--- config.mk ---
export PLATFORM = sky130hd
export DESIGN_NAME = i2c_slave_read_byte
export DESIGN_NICKNAME = d
export VERILOG_FILES = /design/src/rtl/i2c_slave_read_byte.sv
export SDC_FILE = /design/constraint.sdc
export NUM_CORES = 1
export LEC_CHECK = 0
export BUFFER_PORTS_ARGS = -buffer_cell sky130_fd_sc_hd__buf_2
export CORE_MARGIN = 2
export CORE_UTILIZATION = 35
export CTS_BUF_LIST = sky130_fd_sc_hd__clkbuf_4 sky130_fd_sc_hd__clkbuf_8
export DETAILED_ROUTE_END_ITERATION = 8
export SLEW_MARGIN = 20
export SYNTH_ARGS = -nofsm -noshare
export SYNTH_HDL_FRONTEND = slang
export SYNTH_SLANG_ARGS = --single-unit
--- constraint.sdc ---
create_clock -name clock -period 1.9 [get_ports clock]
set_clock_uncertainty 0.1 [all_clocks]
set_input_delay 0.38 -clock clock [delete_from_list [all_inputs] [get_ports clock]]
set_output_delay 0.38 -clock clock [all_outputs]
set_load 0.02 [all_outputs]
--- src/rtl/i2c_slave_read_byte.sv ---
// I2C slave byte receiver: samples 8 bits MSB first on synced SCL rising edges and flags START/STOP seen mid-byte.
// Optional per-line glitch filter built when I2C_SLAVE_READ_GLITCH_FILTER_EN is defined.
module i2c_slave_read_byte #(
    parameter int SYNC_STAGES   = 2,
    parameter int FILTER_CYCLES = 3
) (
    input  logic       clock,
    input  logic       reset,
    input  logic       enable,
    input  logic       scl,
    input  logic       sda,
    output logic [7:0] data,
    output logic       finish,
    output logic       busy,
    output logic       start_detected,
    output logic       stop_detected
);
    // state     | meaning
    // IDLE      | waiting for enable from the slave FSM
    // WAIT_HIGH | SCL low, waiting for the next rising edge to sample SDA
    // HIGH      | SCL high, SDA must stay stable until SCL falls
    // DONE      | all 8 bits in, publish byte and pulse finish
    // ABORT     | SDA moved while SCL high, report START or STOP
    typedef enum logic [2:0] {IDLE, WAIT_HIGH, HIGH, DONE, ABORT} state_t;

    if (SYNC_STAGES < 2 || SYNC_STAGES > 4 || FILTER_CYCLES < 1) begin : g_param_check
        $error("i2c_slave_read_byte: illegal SYNC_STAGES or FILTER_CYCLES");
    end

    state_t                 state, state_next;
    logic [SYNC_STAGES-1:0] scl_sync, sda_sync;
    logic [1:0]             line_sync, line_q;
    logic                   scl_q, sda_q, scl_d, sda_d;
    logic                   scl_rise, scl_fall, sda_chg;
    logic [7:0]             shreg;
    logic [3:0]             bit_cnt;
    logic                   ev_start;
    logic                   accept, sample, abort_go;

    always_ff @(posedge clock) begin
        if (reset) begin
            scl_sync <= '1;
            sda_sync <= '1;
        end else begin
            scl_sync <= {scl_sync[SYNC_STAGES-2:0], scl};
            sda_sync <= {sda_sync[SYNC_STAGES-2:0], sda};
        end
    end

    assign line_sync = {sda_sync[SYNC_STAGES-1], scl_sync[SYNC_STAGES-1]};

`ifdef I2C_SLAVE_READ_GLITCH_FILTER_EN
    localparam int CW = $clog2(FILTER_CYCLES + 1);
    logic [1:0]    line_filt;
    logic [CW-1:0] flt_cnt [2];

    // Terminal count reached only after FILTER_CYCLES consecutive differing samples.
    always_ff @(posedge clock) begin
        if (reset) begin
            line_filt <= 2'b11;
            for (int i = 0; i < 2; i++) flt_cnt[i] <= CW'(FILTER_CYCLES - 1);
        end else begin
            for (int i = 0; i < 2; i++) begin
                if (line_sync[i] == line_filt[i]) begin
                    flt_cnt[i] <= CW'(FILTER_CYCLES - 1);
                end else if (flt_cnt[i] == '0) begin
                    line_filt[i] <= line_sync[i];
                    flt_cnt[i]   <= CW'(FILTER_CYCLES - 1);
                end else begin
                    flt_cnt[i] <= flt_cnt[i] - 1'b1;
                end
            end
        end
    end

    assign line_q = line_filt;
`else
    assign line_q = line_sync;
`endif

    assign scl_q = line_q[0];
    assign sda_q = line_q[1];

    always_ff @(posedge clock) begin
        if (reset) begin
            scl_d <= 1'b1;
            sda_d <= 1'b1;
        end else begin
            scl_d <= scl_q;
            sda_d <= sda_q;
        end
    end

    assign scl_rise = scl_q & ~scl_d;
    assign scl_fall = ~scl_q & scl_d;
    assign sda_chg  = sda_q ^ sda_d;

    always_ff @(posedge clock) begin
        if (reset) state <= IDLE;
        else       state <= state_next;
    end

    always_comb begin
        state_next = state;
        accept     = 1'b0;
        sample     = 1'b0;
        abort_go   = 1'b0;
        case (state)
            IDLE: begin
                if (enable) begin
                    accept     = 1'b1;
                    state_next = WAIT_HIGH;
                end
            end
            WAIT_HIGH: begin
                if (scl_rise) begin
                    sample     = 1'b1;
                    state_next = HIGH;
                end
            end
            HIGH: begin
                // SCL fall takes priority: SDA moving with SCL is a hold issue, not an event.
                if (scl_fall) begin
                    state_next = (bit_cnt == 4'd8) ? DONE : WAIT_HIGH;
                end else if (sda_chg) begin
                    abort_go   = 1'b1;
                    state_next = ABORT;
                end
            end
            DONE:    state_next = IDLE;
            ABORT:   state_next = IDLE;
            default: state_next = IDLE;
        endcase
    end

    always_ff @(posedge clock) begin
        if (reset) begin
            shreg          <= 8'h00;
            bit_cnt        <= 4'd0;
            ev_start       <= 1'b0;
            data           <= 8'h00;
            finish         <= 1'b0;
            busy           <= 1'b0;
            start_detected <= 1'b0;
            stop_detected  <= 1'b0;
        end else begin
            finish         <= (state == DONE);
            start_detected <= (state == ABORT) &&  ev_start;
            stop_detected  <= (state == ABORT) && !ev_start;
            if (accept) begin
                bit_cnt <= 4'd0;
                busy    <= 1'b1;
            end else if (state == DONE || state == ABORT) begin
                busy <= 1'b0;
            end
            if (sample) begin
                shreg   <= {shreg[6:0], sda_q};
                bit_cnt <= bit_cnt + 4'd1;
            end
            if (abort_go) ev_start <= ~sda_q;
            if (state == DONE) data <= shreg;
        end
    end

endmodule

# After elaboration in Yosys (flattened, before gate mapping)
# Cells that the tools add are included.
totals:
  regBits: 34
  output_inout_bits: 12
  elab_cells: 53
classes:
  n_addsub: 1
  eq_ne: 8
  mux: 17
  bitwise_logic: 6
  reduce_logical: 8
ops:
  columns: ["operator", "n"]
  rows:
  - ["2-to-1 mux 3 bit", 4]
  - ["2-to-1 mux 1 bit", 9]
  - ["one-hot mux 3 bit (3 select lines)", 1]
  - ["2-to-1 mux 4 bit", 2]
  - ["== test 3 x 2 -> 1 bit (second input constant)", 2]
  - ["adder 4 x 1 -> 4 bit (second input constant)", 1]
  - ["== test 4 bit (second input constant)", 1]
  - ["!= test 2 bit (second input constant)", 2]
  - ["nonzero test 2 bit", 2]
  - ["== test 3 x 1 -> 1 bit (second input constant)", 1]
  - ["== test 3 bit (second input constant)", 1]
  - ["zero test 3 bit", 1]
  - ["!= test 3 bit (second input constant)", 1]
  - ["NOT 1 bit", 3]
  - ["AND reduction 3 bit", 1]
  - ["bitwise AND 1 bit", 2]
  - ["logical AND 1 bit", 2]
  - ["2-to-1 mux 2 bit", 1]
  - ["zero test 1 bit", 1]
  - ["logical OR 1 bit", 1]
  - ["XOR 1 bit", 1]

# Longest topological paths before layout
# Gate-level depths: netlist of the first run.
logic_depth:
  ltp_word: 5
  ltp_mapped: 6

# Worst setup path after synthesis of the first run
# OpenSTA, ideal clock, no wires.
synth_path:
  path_type: "register to register"
  from: "register state[0]"
  to: "register bit_cnt[3]"
  setup_time_ns: 0.122
  t_arrival_ns: 1.180
  t_required_ns: 1.678
  slack_ns: 0.498
  stages_incl_launch_ff: 5
  n_path_buf: 1
  period_less_slack_ns: 1.402
  path_cell_list: "dfxtp_1 > buf_2 > nor4b_2 > nor2_2 > a311o_1"
synth_via:
  elab_chain_cells: 3
synth_lines:
  columns: ["element", "line", "text"]
  rows:
  - ["from (decl)", "30", "state_t state, state_next;"]
  - ["from (signal assigned)", "100", "else state <= state_next;"]
  - ["== test 3 x 1 -> 1 bit or zero test 3 bit (tied branches)", "108", "case (state)"]
  - ["2-to-1 mux 1 bit", "108", null]
  - ["2-to-1 mux 4 bit or nonzero test 2 bit (tied branches)", null, null]
  - ["to (signal assigned)", "158", "bit_cnt <= bit_cnt + 4'd1;"]
  - ["to (decl)", "36", "logic [3:0] bit_cnt;"]
# Several ways; a longest one is shown, not always the timed one.
# A chain may end at the register's enable or synchronous reset.

# Final worst setup path of the first run
layout_path:
  from: "register state[0]"
  to: "register bit_cnt[2]"
# The elaborated chain is that of the path after synthesis.

==> results by group, run 1 <==
Synthesis
  – Part of the Yosys area used for sequential elements: 0.5147
  – Mux cell area share after synthesis: 0.1287
  – Warnings from Yosys: 0
  – Synth Area in Simple Gates: 0.2214
  – Asr flop ratio synth: 0
  – Post-synthesis compound-gate area fraction: 0.07096
  – Synthesized instance count: 132
  – Synth Area in Adders: 0.01892
  – Post-Synth XOR/XNOR Area: 0.006623
  – Post-synth EDFFs: 0
  – Syn_area_per_cell: 10.02 um2
  – Post-Synthesis Net Count: 139
  – Number of synthesized register bits: 34
  – Largest family of logic cells by synthesized area: simple AND/OR/NAND/NOR gates
  – Main flop type after synthesis: dfxtp_1
  – Distinct cells, synth: 36
  – Synthesized area: 0.001323 mm2

Die
  – Initial Utilization: 0.3640
  – Total Die Area: 0.004286 mm2
  – Die Span Y: roughly 65 um
  – Die width: 65.47 um
  – Num rows: 22
  – Core region area: roughly 0.0036 mm2
  – I/O pins: 17

STA
  – Final Setup Violations: 0
  – RSZ-0062 raised after global routing: no
  – Fin. max-slew vios: 0
  – Fin Setup TNS: 0 ns
  – FMAX: 0.6363 GHz
  – Least-Margin Pin Slew: 0.3323 ns
  – Worst hold margin: 0.1814 ns
  – Fin crit period: ~1.6 ns
  – Slew HR: 0.7782
  – Final Cycle Share: 0.8271
  – Final hold vios: 0

Routing
  – Total wire length: approximately 2100 um
  – DRT iter0 DRCs: 29
  – Drt pass-1 iters: 4
  – Via density per instance: approximately 4.7
  – # DRC: 0
  – Drt wl/cell: 10.76 um
  – DRT antenna net count: 0
  – Vias: approximately 930

Pwr
  – Pint: between 1 and 1.5 mW
  – Sw Pwr: between 0.2 and 0.3 mW
  – Gate power share: 0.035
  – Leakage: approximately 0.74 nW
  – Sw Ratio: 0.1915
  – P per Cell Area: 924.2 mW/mm2
  – Register share of total power: 0.508
  – Clk pwr share: 0.457
  – Maximum VDD drop: 0.4394 mV

Critical path
  – Worst reg-to-reg setup slack: approximately 0.33 ns
  – CP startpoint kind: flop
  – Critical-path cell list: nand3_4 > or4b_1 > nand2_1
  – CP Max Fanout: 17
  – Slowest cell on crit path: or4b_1
  – WP data arrival: 1.69 ns
  – Worst R2R Path Depth: 3
  – Critical path class: reg -> reg
  – Worst path max stage delay: 0.53 ns
  – Critical Path RT: 2.02 ns
  – Crit end category: flop

Final layout
  – Layout cells sized above 1: 0.2119
  – Diodes inserted: 0
  – Final Non-Filler Cells: 199
  – Post-Layout Inst Area: between 0.0015 and 0.002 mm2
  – Final core occ: 0.4291
  – FF/Latch Area: 680.7 um2
  – Nets: 157
  – Area Growth Syn to Fin: 17.88%
  – Area taken by multi-input logic gates: between 500 and 600 um2
  – Filler cells: 396

Clocking
  – TritonCTS Sinks: 34
  – Total CTS buffers: 5
  – Clock Path Buffers: 2
  – Root Driver: clkbuf_8
  – Resized Gates After CTS: 0
  – Clock Latency Late Sink: about 0.27 ns
  – CTS H-tree depth: 2
  – TritonCTS clock tree: built
  – Reg clk slew, reported paths: 0.07 ns
  – Postcts setup bufs: 0
  – # hold bufs at CTS: 0

Placement
  – Post-Place Cell Area: 0.001445 mm2
  – Dpl hpwl: 1503 um
  – Buffers on Ports: 16
  – Final GP Congestion: just over 0.7
  – Placed Cells: 191

GRT
  – Largest net degree at the start of global routing: 29
  – Vias in the first global route: 826
  – First-pass GRT wire length: 3684 um
  – Initial antenna violation count: 0
  – Grt total ovfl: 0
  – GRT Total Usage: 0.1166

Worst hold path
  – Min-Delay Path Class: in -> reg
  – Min-Delay Path Depth: 2

Outcome
  – Status: finished clean

Flow run
  – Max capacitance violation total: 0
==> layout by cell type, fill, tap and decap left out <==
master      n
nor2_2      2
dfxtp_1    34
nand3_1     2
xnor2_1     1
nand2_1     5
o21ai_0     2
nand2b_1    2
ha_1        2
nor2_1     21
a211oi_1    1
a311o_1     1
buf_4       2
and2b_2     1
nor3_1      4
o21ai_1     1
nand3b_1    1
or2_0       1
nor4_1      1
a21oi_1     3
clkbuf_4    2
nor3b_2     1
mux2i_1    17
bufinv_16   1
inv_1       5
or4b_1      1
a32oi_1     1
nor4b_2     1
clkbuf_8    5
o211ai_1    1
a2bb2oi_1   1
nor3b_1     1
o31ai_1     1
a21o_1      1
or2_1       6
nand4bb_1   1
nand3_4     1
a31oi_1     1
buf_2      16
==> metal layers <==
metal / global-route usage / wire length, um / vias up
li1: - / - / 492
met1: 0.1412 / 1048 / 421
met2: 0.1747 / 960 / 12
met3: 0.04452 / 86 / 4
met4: 0.07031 / 46 / 0
met5: 0 / 0 / -
==> worst max-delay path, delay by kind of cell, from the launching register on <==
kind | cells | cell delay [ns]
flip-flops | 1 | 0.52
AND/OR/NAND/NOR | 3 | 0.90
==> power groups by stage <==
stage                     Sequential [mW]  Clock, mW  Combinational (mW)
after CTS                           0.732      0.682              0.0513
after floorplan                     0.745          0              0.0413
final                               0.732      0.658              0.0505
after global routing                0.733      0.712              0.0569
after detailed placement            0.748          0              0.0509
after global placement              0.748          0              0.0506
==> worst paths after layout <==
path	from	endpoint
setup / recovery	state[0]$_SDFFE_PP0P_	bit_cnt[2]$_SDFFE_PP0P_
hold reg to reg	scl_sync[0]$_SDFF_PP1_	scl_sync[1]$_SDFF_PP1_
hold / removal	sda	sda_sync[0]$_SDFF_PP1_
setup reg to reg	state[0]$_SDFFE_PP0P_	bit_cnt[2]$_SDFFE_PP0P_
==> final cells by class <==
class	count	area share
well taps	48	0.03852
clock inverters	1	0.01926
multi-input cells	86	0.3788
repair buffers	18	0.06099
flip-flops and latches	34	0.4366
inverters	5	0.01204
clock buffers	7	0.05377
==> cell usage after synthesis, types with 2 or more instances <==
cell	n	area [um2]
a21oi_1	3	15.01
buf_2	2	10.01
clkbuf_1	4	15.01
dfxtp_1	34	680.7
ha_1	2	25.02
inv_1	5	18.77
mux2i_1	17	170.2
nand2_1	5	18.77
nand2b_1	2	12.51
nand3_1	2	10.01
nor2_1	21	78.83
nor2_2	2	12.51
nor3_1	4	20.02
o21ai_0	2	10.01
or2_1	6	37.54
==> registers in the layout, indices dropped and copies added (netlist names) <==
register,count
bit_cnt,4
shreg,8
ev_start,1
scl_sync,2
sda_sync,2
start_detected,1
finish,1
scl_d,1
state,3
busy,1
data,8
stop_detected,1
sda_d,1
==> per-stage QoR <==
step                setup WS [ns]  power, mW
global route               0.2366      1.502
finish                     0.3285      1.441
global placement           0.3722     0.7981
floorplan                  0.4983     0.7863
CTS                        0.3306      1.466
detailed placement         0.3535     0.7992
==> cells by family (layout without fill, tap and decap cells) <==
kind of cell,Yosys count,after routing
AOI/OAI and AO/OA,14,14
xor gates and xnor gates,1,1
adders and majority gates,2,2
buffers and inverters,12,31
DFF,34,34
muxes,17,17
and+or+nand+nor,52,52
Power figures use the tool's default switching activity.
==> inputs of run 2 (changes only) <==
- ABC_AREA: unset -> 1
- clock period: 1.9 -> 1.55 ns (I/O delays scaled with it)
==> run 2 against run 1 <==
Effect of this change: fmax is 14% higher; clock power is 2% higher; highest routed layer unchanged; critical path depth is 4 higher; final cell count is 21% higher; die area is 0.88% lower; global-route usage is 1.0 points higher; sequential share of layout area is 0.21 points higher.
==> results by group, run 2 <==
Synthesis
  – Area contributors post-synth: dfxtp_1 52%, nor2_1 12%, o21ai_0 6.5%, nand2_1 6.0%, inv_1 4.3%
  – Post-synth EDFFs: 0
  – Warnings from Yosys: 0
  – Syn_area_per_cell: 7.752 um2
  – Most area-hungry cell type in the Yosys netlist: dfxtp_1
  – Main flop type after synthesis: dfxtp_1
  – Yosys top cell area share: 0.5196
  – Part of the Yosys area used for sequential elements: 0.5196
  – Synthesized area: 0.001310 mm2
  – Number of synthesized register bits: 34
  – Distinct cells, synth: 22
  – Most common cell in the netlist: nor2_1
  – Synthesized instance count: 169
  – Asr flop ratio synth: 0
  – Post-Synthesis Net Count: around 180
  – Synth top cells by count: 42 x nor2_1, 34 x dfxtp_1, 21 x nand2_1, 17 x o21ai_0, 15 x inv_1

Routing
  – DRT antenna net count: 0
  – # DRC: 0
  – DRT iter0 DRCs: 54
  – Total wire length: approximately 2200 um
  – Vias: approximately 1,000
  – Drt wl/cell: approximately 9 um
  – Via density per instance: 4.328
  – Drt pass-1 iters: 4

Critical path
  – Worst reg-to-reg setup slack: 0.17 ns
  – Worst R2R End: bit_cnt[2]$_SDFFE_PP0P_
  – WP data arrival: 1.48 ns
  – FF-to-FF Start: state[0]$_SDFFE_PP0P_
  – Critical Path RT: 1.66 ns
  – Crit end category: flop
  – Worst R2R Path Depth: 7
  – Critical path class: reg -> reg
  – CP startpoint kind: flop
  – CP Max Fanout: 8

Final layout
  – Diodes inserted: 0
  – Final Non-Filler Cells: 241
  – Final core occ: 0.4270
  – Nets: 199
  – Layout cells sized above 1: 0.2176
  – Biggest registers after layout: data (8), shreg (8), bit_cnt (4)
  – Most common cell after layout, fill and taps aside: nor2_1
  – Area Growth Syn to Fin: 18.43%
  – Most frequent cells in the layout: 42 x nor2_1, 34 x dfxtp_1, 21 x nand2_1, 17 x o21ai_0, 16 x buf_2

Pwr
  – P per Cell Area: roughly 1300 mW/mm2
  – Maximum VDD drop: 0.4993 mV
  – Leakage: 0.7273 nW

STA
  – RSZ-0062 raised after global routing: no
  – Final hold vios: 0
  – Final Setup Violations: 0
  – Fin. max-slew vios: 0
  – Fin crit period: ~1.4 ns
  – Final Cycle Share: 0.8890
  – Slew HR: 0.7231
  – Final worst setup slack: 0.1721 ns
  – FMAX: 0.7258 GHz
  – Least-Margin Pin Slew: 0.4150 ns
  – Fin Setup TNS: 0 ns

Die
  – Initial Utilization: 0.3605
  – Total Die Area: 0.004248 mm2
  – Num rows: 22
  – Die width: 65.18 um
  – Die Span Y: around 65 um
  – I/O pins: 17
  – Core region area: 0.003633 mm2

Placement
  – Final GP Congestion: between 0.7 and 0.8
  – Placed Cells: 233
  – Setup WS pre-CTS: ~0.19 ns
  – Dpl hpwl: 1641 um
  – Buffers on Ports: 16

Clocking
  – Total CTS buffers: 5
  – Clock Path Buffers: 2
  – Clock Latency Late Sink: 0.28 ns
  – Reg clk slew, reported paths: approximately 0.07 ns
  – Resized Gates After CTS: 0
  – # hold bufs at CTS: 0
  – TritonCTS Sinks: 34
  – Postcts setup bufs: 0
  – CTS H-tree depth: 2
  – TritonCTS clock tree: built
  – Root Driver: clkbuf_8

GRT
  – GRT Total Usage: 0.1269
  – First-pass GRT wire length: 4160 um
  – Vias in the first global route: 964
  – Largest net degree at the start of global routing: 19
  – Grt total ovfl: 0
  – Initial antenna violation count: 0

Flow run
  – Max capacitance violation total: 0

Worst hold path
  – Hold path startpoint: scl
  – Min-Delay Path Depth: 2
  – Min-Delay Path Class: in -> reg
  – WHS Endpoint: scl_sync[0]$_SDFF_PP1_

Outcome
  – Status: finished clean
## run 2: how the worst max path moves through the flow
stage | from | to | slack (ns) | cells past startpoint
final | state[0]$_SDFFE_PP0P_ | bit_cnt[2]$_SDFFE_PP0P_ | 0.17 | 7
after detailed placement | state[0]$_SDFFE_PP0P_ | bit_cnt[2]$_SDFFE_PP0P_ | 0.19 | 7
after global placement | state[0]$_SDFFE_PP0P_ | shreg[3]$_SDFFE_PP0P_ | 0.19 | 7
after CTS | state[0]$_SDFFE_PP0P_ | bit_cnt[2]$_SDFFE_PP0P_ | 0.16 | 7
after global routing | state[0]$_SDFFE_PP0P_ | shreg[5]$_SDFFE_PP0P_ | 0.04 | 7
after floorplan | state[0]$_SDFFE_PP0P_ | bit_cnt[3]$_SDFFE_PP0P_ | 0.39 | 7
## run 2: layout make-up
cell class,count,area [um2]
clock buffers,7,90.09
clock inverters,1,5.005
fillers,389,2082
inverters,17,63.81
multi-input cells,114,541.8
flip-flops and latches,34,680.7
well taps,48,60.06
repair buffers,20,110.1
## run 2: power by group
group | internal (mW) | switching (mW)
Clock | 0.375 | 0.295
Sequential | 0.941 | 0.0436
Combinational | 0.133 | 0.253
Total | 1.45 | 0.591
## run 2: metrics by stage
step           cell area, um2  power [mW]  hold slack, ns
2_1_floorplan            1310       1.299          0.2861
3_3_place_gp             1456       1.394          0.2909
3_5_place_dp             1456       1.392          0.2937
4_1_cts                  1551       2.071          0.1004
5_1_grt                  1551       2.179          0.1051
6_report                 1551       2.040          0.1093
## run 2: logic make-up (layout without fill, tap and decap cells)
group                      Yosys count  count (layout)  synth area share
and+or+nand+nor                     86              86            0.2875
DFF                                 34              34            0.5196
adders and majority gates            2               2           0.01910
buffers and inverters               21              45           0.06685
AOI/OAI and AO/OA                   26              26            0.1070
## run 2: critical path: stages, from the launching register on
cell	delay [ns]
dfxtp_1	0.38
inv_2	0.07
nor2_2	0.11
nand2_2	0.09
nor2_4	0.18
buf_4	0.17
nand3_1	0.07
a21oi_1	0.14
## run 2: per-layer routing
| layer | vias to the layer above | share of wire | global-route usage |
|---|---|---|---|
| li1 | 580 | - | - |
| met1 | 435 | 0.53 | 0.1647 |
| met2 | 24 | 0.40 | 0.1888 |
| met3 | 4 | 0.055 | 0.04623 |
| met4 | 0 | 0.018 | 0.05469 |
| met5 | - | 0 | 0 |
==> inputs of run 3 (changes only) <==
- PLACE_DENSITY: unset -> 0.49
==> run 3 against run 2 <==
Effect of this change: total power rose by 6.0%; flip-flop and latch count did not move; wire length grew 8.4%; largest cell class unchanged.
==> results by group, run 3 (synthesis results as in run 2) <==
Outcome
  – Status: finished clean

STA
  – Final worst setup slack: 0.1942 ns
  – Final hold vios: 0
  – Fin crit period: 1.356 ns
  – Fin Setup TNS: 0 ns
  – Worst hold margin: 0.1068 ns
  – Slew HR: 0.7128
  – FMAX: 0.7376 GHz
  – RSZ-0062 raised after global routing: no
  – Fin. max-slew vios: 0
  – Least-Margin Pin Slew: 0.4303 ns
  – Final Cycle Share: 0.8747
  – Final Setup Violations: 0

Clocking
  – Clock Path Buffers: 2
  – Reg clk slew, reported paths: 0.07 ns
  – Clock Latency Late Sink: 0.28 ns
  – Total CTS buffers: 5
  – TritonCTS clock tree: built
  – TritonCTS Sinks: 34
  – Root Driver: clkbuf_8
  – CTS H-tree depth: 2
  – Resized Gates After CTS: 0
  – # hold bufs at CTS: 0
  – Postcts setup bufs: 0

Critical path
  – Worst R2R End: data[4]$_SDFFE_PP0P_
  – WP data arrival: 1.48 ns
  – Worst reg-to-reg setup slack: 0.19 ns
  – CP startpoint kind: flop
  – Worst R2R Path Depth: 6
  – CP Max Fanout: 11
  – Crit end category: flop
  – Critical Path RT: 1.67 ns
  – FF-to-FF Start: state[1]$_SDFFE_PP0P_
  – Critical path class: reg -> reg

Die
  – I/O pins: 17
  – Die width: 65.18 um
  – Die Span Y: 65.18 um
  – Total Die Area: around 0.0042 mm2
  – Core region area: 0.003633 mm2
  – Num rows: 22
  – Initial Utilization: 0.3605

Placement
  – Buffers on Ports: 16
  – Dpl hpwl: ~1800 um
  – Final GP Congestion: 0.7512
  – Setup WS pre-CTS: 0.1905 ns
  – Placed Cells: 231

Final layout
  – Nets: 197
  – Final Non-Filler Cells: approximately 240
  – Most frequent cells in the layout: 42 x nor2_1, 34 x dfxtp_1, 21 x nand2_1, 17 x o21ai_0, 16 x buf_2
  – Most common cell after layout, fill and taps aside: nor2_1
  – Final core occ: 0.4267
  – Filler cells: 390
  – Area Growth Syn to Fin: 18.34%
  – Diodes inserted: 0
  – Biggest registers after layout: data (8), shreg (8), bit_cnt (4)
  – Layout cells sized above 1: 0.2094

GRT
  – Grt total ovfl: 0
  – GRT Total Usage: 0.1318
  – First-pass GRT wire length: between 4000 and 5000 um
  – Vias in the first global route: 1,015
  – Initial antenna violation count: 0
  – Largest net degree at the start of global routing: 20

Routing
  – # DRC: 0
  – Vias: 1,075
  – Drt wl/cell: approximately 10 um
  – Drt pass-1 iters: 4
  – Total wire length: 2398 um
  – DRT iter0 DRCs: 79
  – Via density per instance: between 4 and 5
  – DRT antenna net count: 0

Worst hold path
  – Min-Delay Path Class: in -> reg
  – WHS Endpoint: scl_sync[0]$_SDFF_PP1_
  – Min-Delay Path Depth: 2
  – Hold path startpoint: scl

Pwr
  – P per Cell Area: 1395 mW/mm2
  – Maximum VDD drop: 0.4503 mV
  – Leakage: 0.7233 nW

Flow run
  – Max capacitance violation total: 0
-- run 3: stage by stage --
stage               power [mW]  instance area, um2
floorplan                1.299                1310
global placement         1.387                1441
detailed placement       1.391                1441
CTS                      2.181                1550
global route             2.294                1550
finish                   2.162                1550
-- run 3: report_power, final --
part           switching (mW)  leakage (nW)  internal (mW)  total, mW
clock                   0.318        0.0579          0.473      0.791
combinational           0.257         0.389          0.130      0.388
sequential             0.0432         0.276          0.941      0.984
total                   0.618         0.723           1.54       2.16
-- run 3: worst max-delay path by stage --
stage | to | start | slack [ns]
after floorplan | bit_cnt[3]$_SDFFE_PP0P_ | state[0]$_SDFFE_PP0P_ | 0.39
after global placement | shreg[0]$_SDFFE_PP0P_ | state[0]$_SDFFE_PP0P_ | 0.20
after detailed placement | shreg[7]$_SDFFE_PP0P_ | state[0]$_SDFFE_PP0P_ | 0.19
after CTS | shreg[7]$_SDFFE_PP0P_ | state[0]$_SDFFE_PP0P_ | 0.19
after global routing | data[4]$_SDFFE_PP0P_ | state[1]$_SDFFE_PP0P_ | 0.04
final | data[4]$_SDFFE_PP0P_ | state[1]$_SDFFE_PP0P_ | 0.19
-- run 3: worst max-delay path: stages (launching register included) --
cell     delay (ns)
dfxtp_1        0.37
inv_2          0.06
nor2_1         0.13
nand2_1        0.20
inv_1          0.25
nor2_1         0.07
nor2_1         0.11
-- run 3: metal layers --
layer  up-vias  wire length, um  track usage
met5         -                0            0
met4         0               44      0.05469
met1       472             1199       0.1667
li1        576                -            -
met2        22             1025       0.2003
met3         5              128      0.05137
-- run 3: final cells by class --
cell class,instances,area [um2],area share
Clock buffer,5,68.82,0.04439
Clock inverter,3,40.04,0.02583
Inverter,17,63.81,0.04116
Multi-Input combinational cell,114,541.8,0.3495
Sequential cell,34,680.7,0.4391
Tap cell,48,60.06,0.03874
Timing Repair Buffer,18,95.09,0.06134
